File: config.mk
export PLATFORM = sky130hd
export DESIGN_NAME = pe_mac_cell
export DESIGN_NICKNAME = d
export VERILOG_FILES = /design/src/rtl/pe_mac_cell.sv
export SDC_FILE = /design/constraint.sdc
export NUM_CORES = 2
export LEC_CHECK = 0
export CORE_MARGIN = 2
export CORE_UTILIZATION = 40
export DETAILED_ROUTE_END_ITERATION = 16
export PLACE_DENSITY = 0.71
export SYNTH_ARGS = -nofsm -noshare
export SYNTH_HDL_FRONTEND = slang
export SYNTH_SLANG_ARGS = --single-unit
File: constraint.sdc
create_clock -name clk_i -period 3.4 [get_ports clk_i]
set_clock_uncertainty 0.05 [all_clocks]
set_input_delay 1.02 -clock clk_i [delete_from_list [all_inputs] [get_ports clk_i]]
set_output_delay 1.02 -clock clk_i [all_outputs]
set_load 0.01 [all_outputs]
File: src/rtl/pe_mac_cell.sv
// ============================================================================
// Module      : pe_mac_cell
// Description : Systolic-array processing element that forwards operands down
//               and right, and accumulates programmable-length dot products.
// Revision    : 1.0 - initial release
// ============================================================================
`default_nettype none

module pe_mac_cell #(
    parameter int DATA_W = 32,
    parameter int ACC_W  = 64,
    parameter bit SIGNED = 1'b1,
    parameter bit SAT    = 1'b0,
    parameter int LEN_W  = 8
) (
    input  logic              clk_i,
    input  logic              rst_ni,
    input  logic              en_i,
    input  logic              valid_i,
    input  logic              clear_i,
    input  logic [LEN_W-1:0]  len_i,
    input  logic [DATA_W-1:0] up_i,
    input  logic [DATA_W-1:0] left_i,
    output logic [DATA_W-1:0] down_o,
    output logic [DATA_W-1:0] right_o,
    output logic              valid_o,
    output logic [ACC_W-1:0]  res_o,
    output logic              done_o,
    output logic              ovf_o
);

    if (ACC_W < 2 * DATA_W) begin : g_bad_acc_w
        $error("pe_mac_cell: ACC_W must be at least 2*DATA_W");
    end

    typedef enum logic [0:0] {
        ST_IDLE = 1'b0,
        ST_ACC  = 1'b1
    } state_t;

    localparam logic [ACC_W-1:0] c_SMAX = {1'b0, {(ACC_W-1){1'b1}}};
    localparam logic [ACC_W-1:0] c_SMIN = {1'b1, {(ACC_W-1){1'b0}}};
    localparam logic [ACC_W-1:0] c_UMAX = {ACC_W{1'b1}};

    state_t             r_state, w_state_nxt, w_state_cur;
    logic [DATA_W-1:0]  r_down, r_right;
    logic               r_valid;
    logic [ACC_W-1:0]   r_acc, w_acc_nxt;
    logic [LEN_W-1:0]   r_cnt, w_cnt_nxt;
    logic [LEN_W-1:0]   r_len, w_len_nxt;
    logic               r_ovf_acc, w_ovf_acc_nxt;
    logic [ACC_W-1:0]   r_res, w_res_nxt;
    logic               r_ovf, w_ovf_nxt;
    logic               r_done, w_complete;

    logic               w_beat;
    logic [LEN_W-1:0]   w_len_sel;
    logic [LEN_W-1:0]   w_cnt_inc;
    logic [ACC_W-1:0]   w_prod_ext;
    logic [ACC_W:0]     w_sum_full;
    logic               w_add_ovf;
    logic [ACC_W-1:0]   w_sum_sat;
    logic               w_ovf_acc_upd;

    // Product width is 2*DATA_W; the size cast extends according to signedness.
    if (SIGNED) begin : g_signed
        logic signed [2*DATA_W-1:0] w_prod_s;
        assign w_prod_s   = $signed(up_i) * $signed(left_i);
        assign w_prod_ext = ACC_W'(w_prod_s);
        assign w_add_ovf  = (r_acc[ACC_W-1] == w_prod_ext[ACC_W-1]) &&
                            (w_sum_full[ACC_W-1] != r_acc[ACC_W-1]);
    end else begin : g_unsigned
        logic [2*DATA_W-1:0] w_prod_u;
        assign w_prod_u   = up_i * left_i;
        assign w_prod_ext = ACC_W'(w_prod_u);
        assign w_add_ovf  = w_sum_full[ACC_W];
    end

    assign w_sum_full = {1'b0, r_acc} + {1'b0, w_prod_ext};

    // Signed overflow direction follows the common operand sign (taken from acc).
    always_comb begin
        w_sum_sat = w_sum_full[ACC_W-1:0];
        if (SAT && w_add_ovf) begin
            if (!SIGNED)
                w_sum_sat = c_UMAX;
            else if (r_acc[ACC_W-1])
                w_sum_sat = c_SMIN;
            else
                w_sum_sat = c_SMAX;
        end
    end

    assign w_beat        = en_i & valid_i;
    assign w_len_sel     = (len_i == '0) ? LEN_W'(1) : len_i;
    assign w_cnt_inc     = r_cnt + LEN_W'(1);
    assign w_ovf_acc_upd = r_ovf_acc | w_add_ovf;
    assign w_state_cur   = (en_i && clear_i) ? ST_IDLE : r_state;

    always_comb begin
        w_state_nxt   = r_state;
        w_acc_nxt     = r_acc;
        w_cnt_nxt     = r_cnt;
        w_len_nxt     = r_len;
        w_ovf_acc_nxt = r_ovf_acc;
        w_res_nxt     = r_res;
        w_ovf_nxt     = r_ovf;
        w_complete    = 1'b0;

        if (en_i && clear_i) begin
            w_state_nxt   = ST_IDLE;
            w_acc_nxt     = '0;
            w_cnt_nxt     = '0;
            w_ovf_acc_nxt = 1'b0;
        end

        if (w_beat) begin
            case (w_state_cur)
                ST_IDLE: begin
                    w_len_nxt     = w_len_sel;
                    w_acc_nxt     = w_prod_ext;
                    w_cnt_nxt     = LEN_W'(1);
                    w_ovf_acc_nxt = 1'b0;
                    if (w_len_sel == LEN_W'(1)) begin
                        w_complete  = 1'b1;
                        w_res_nxt   = w_prod_ext;
                        w_ovf_nxt   = 1'b0;
                        w_cnt_nxt   = '0;
                        w_state_nxt = ST_IDLE;
                    end else begin
                        w_state_nxt = ST_ACC;
                    end
                end
                ST_ACC: begin
                    w_acc_nxt     = w_sum_sat;
                    w_ovf_acc_nxt = w_ovf_acc_upd;
                    w_cnt_nxt     = w_cnt_inc;
                    if (w_cnt_inc == r_len) begin
                        w_complete  = 1'b1;
                        w_res_nxt   = w_sum_sat;
                        w_ovf_nxt   = w_ovf_acc_upd;
                        w_cnt_nxt   = '0;
                        w_state_nxt = ST_IDLE;
                    end
                end
                default: w_state_nxt = ST_IDLE;
            endcase
        end
    end

    always_ff @(posedge clk_i or negedge rst_ni) begin
        if (!rst_ni)
            r_state <= ST_IDLE;
        else if (en_i)
            r_state <= w_state_nxt;
    end

    // done is not gated by en_i so the pulse always lasts exactly one cycle.
    always_ff @(posedge clk_i or negedge rst_ni) begin
        if (!rst_ni) begin
            r_down    <= '0;
            r_right   <= '0;
            r_valid   <= 1'b0;
            r_acc     <= '0;
            r_cnt     <= '0;
            r_len     <= '0;
            r_ovf_acc <= 1'b0;
            r_res     <= '0;
            r_ovf     <= 1'b0;
            r_done    <= 1'b0;
        end else begin
            r_done <= w_complete;
            if (en_i) begin
                r_down    <= up_i;
                r_right   <= left_i;
                r_valid   <= valid_i;
                r_acc     <= w_acc_nxt;
                r_cnt     <= w_cnt_nxt;
                r_len     <= w_len_nxt;
                r_ovf_acc <= w_ovf_acc_nxt;
                r_res     <= w_res_nxt;
                r_ovf     <= w_ovf_nxt;
            end
        end
    end

    assign down_o  = r_down;
    assign right_o = r_right;
    assign valid_o = r_valid;
    assign res_o   = r_res;
    assign done_o  = r_done;
    assign ovf_o   = r_ovf;

endmodule

`default_nettype wire

==> impl_metrics.tcl <==
set metrics [dict create \
    status "complete, but fails checks" \
    violations "negative setup slack" \
    vias 40700 \
    clkSinkCount 213 \
    setup_slack_ps -6720 \
    cts_buffer_depth 3 \
    die-area_um2 123000 \
    grt.overflow.total 0 \
    ys_seq_area_share_pct 11.1 \
    async_flop_share_pct 100 \
    clk_latency_ps 660 \
    hold_class "input pin to async pin" \
    gr-usage-all-layers_pct 25.8 \
    cp_common_cell "fa_1" \
    cts_root_buf "clkbuf_16" \
    antenna_found_initial 5 \
    min_period_over_period_pct 298 \
    ys_warn_count 0 \
    setup_violations 124 \
    drv_cap 0 \
    reg2reg_slack_ps -210 \
    syn_nets 6560 \
    clk_pin_slew_ps 70 \
    drv_slew 0 \
    first_pass_iters 6 \
    hpwl_um 118000 \
    crit_fanout 7 \
    io_buffers 207 \
    hold_ws_ps 297 \
    cts_hold_buf 0 \
    multi_input_comb_area_um2 41300 \
    hold_viol 0 \
    max_stage_delay_ps 610 \
    synth_area_leader_cell "fa_1" \
    synthTopCellsByArea "fa_1 (45%), dfrtp_1 (11%), inv_1 (7.6%)" \
    grt_max_degree 85 \
    grt_pass1_wl_um 247000 \
    cts_buffers 30 \
    drtIter0Drc 2907 \
    synth.cell_area_um2 48200 \
    fin_tns_setup_ps -657850 \
    post-synth-top-area-fraction_pct 45.0 \
    pin_count 208 \
    syn_avg_cell_area_um2 9.36 \
    fillers 10100 \
    die_x_um 351 \
    arrival_ps 10570 \
    nets 7543 \
    core_um2 120000 \
    ys.flop_type "dfrtp_1" \
    layout_min_cycle_time_ps 10120 \
    placed_cell_area_um2 59000 \
    fmaxAchievable_ghz 0.0988 \
    drt_wl_total_um 161000 \
    cts_tree "done" \
    worstPathRequired_ps 3850 \
    synth_cell_types 75 \
    initial_core_util_pct 40.3 \
    rsz0062_at_grt "yes" \
    num_rows 127 \
    gp_congestion 0.905 \
    worstSetupEndpointType "flip-flop" \
    cts_htree_levels 1 \
    wl_per_cell_um 20.7 \
    ys_ff_latch 213 \
    place_inst 7488 \
    drtAntennaViolNets 0 \
    via_per_inst 5.24 \
    start_kind "input pin" \
    crit_buf_inv 4 \
    drc 0 \
    crit_family "adder cells" \
    area_delta_synth_final_pct 35.5 \
    crit_type "input pin to flip-flop" \
    grt_pass1_vias 44500 \
    synth_edf_count 0 \
    drive_gt1_share_pct 29.2 \
    finalInstanceArea_um2 65400 \
    worst_pin_slew_ps 652 \
    seq_area_um2 5330 \
    cp_slowest_cell "fa_1" \
    max_slew_margin_pct 56.5 \
    die_y_um 351 \
    fin_cells 7768 \
    syn_inst 5150 \
]
cells by family (layout without fill, tap and decap cells):
logic type      Yosys count  count (layout)  share of synthesized area [%]
simple gates           1508            1508                           15.1
fa+ha+maj              1333            1333                           51.4
buf+inv                1260            2264                           9.83
compound gates          609             609                           7.98
flops                   213             213                           11.1
xor+xnor                136             136                           2.47
mux                      91              91                           2.10
other cells               0               2                              0
metrics by stage:
step / setup WS, ps / utilization (%)
floorplan: -6670 / -
global placement: -7720 / 49.3
detailed placement: -7880 / 49.3
CTS: -6560 / 52.8
global route: -6960 / 54.6
finish: -6720 / 54.6
metal layers:
layer	track usage [%]	up-vias	part of all wire, %
li1	-	17600	-
met1	32.7	20900	38
met2	43.6	1735	48
met3	4.35	519	7.6
met4	11.2	6	6.1
met5	0	-	0.027
worst reg2reg max path, stage by stage, from the launching register on:
cell      delay [ps]
dfrtp_1          380
ha_1             220
buf_4            140
a211oi_1         360
o21ai_1          260
a221oi_4         410
o21a_2           250
buf_6            120
buf_6             80
o21ai_4           60
a21oi_4          210
buf_4            150
o21ai_2           80
o21ai_2          220
xor2_1           190
nor2_1            60
a221o_1          260
cell usage in the layout (no fill, tap or decap), types with 25 or more instances in the layout:
master	count
inv_1	929
a21oi_2	80
fa_1	997
clkbuf_16	37
o21ai_0	54
nand4_1	25
ha_4	70
a21oi_1	112
o21ai_1	57
o21ai_2	31
a21o_1	67
xnor2_1	59
nand2_1	642
and2_4	57
mux2_2	71
fa_2	86
inv_2	47
buf_4	800
ha_1	179
nand2b_1	29
and2_1	427
clkdlybuf4s50_1	145
dfrtp_1	213
buf_12	92
buf_6	120
nor2_1	162
xor2_1	42
final cells by class:
| class | instances | area share [%] |
|---|---|---|
| diodes | 2 | 0.00766 |
| clock buffers | 33 | 1.21 |
| clock inverters | 20 | 0.360 |
| inverters | 979 | 5.63 |
| multi-input cells | 3677 | 63.2 |
| flip-flops and latches | 213 | 8.15 |
| well taps | 1612 | 3.09 |
| repair buffers | 1232 | 18.4 |
sequential cells by signal (all words and copies together) (netlist names):
signal     flops
r_cnt          8
done_o         1
res_o         64
right_o       32
valid_o        1
ovf_o          1
r_acc         64
r_state        1
down_o        32
r_len          8
r_ovf_acc      1
synth_stat cells, drive strengths merged, types with 12 or more instances:
cell type  number
fa           1083
inv           979
nand2         675
and2          485
clkbuf        275
ha            250
dfrtp         213
a21oi         201
nor2          179
o21ai         146
mux2           83
xnor2          82
a21o           67
xor2           54
nand2b         30
nand4          25
a31oi          24
nand3          24
o21bai         23
and3           22
o21a           21
a211oi         19
nor3           19
o31ai          15
nor2b          14
o211ai         12
timing repair:
action | CTS | global route
pin swaps | 231 | 246
setup buffers | 148 | 73
gates resized for setup | 512 | 415
cloned | 26 | 7
endpoints found under the setup margin | 126 | 126
path summary, 6_finish.rpt:
kind                       depth (start not counted)     start         to
setup / recovery                                  35  up_i[15]  res_o[62]
hold / removal                                     1    rst_ni   r_acc[6]
setup reg to reg                                  16  r_acc[0]  res_o[47]
hold reg to reg                                    2  res_o[1]   res_o[1]
max in group asynchronous                          2    rst_ni  res_o[16]
min in group clk_i                                 2  res_o[1]   res_o[1]
Power is not shown: default switching activity piles up to over one toggle a cycle in this logic, so the estimate is an artifact.
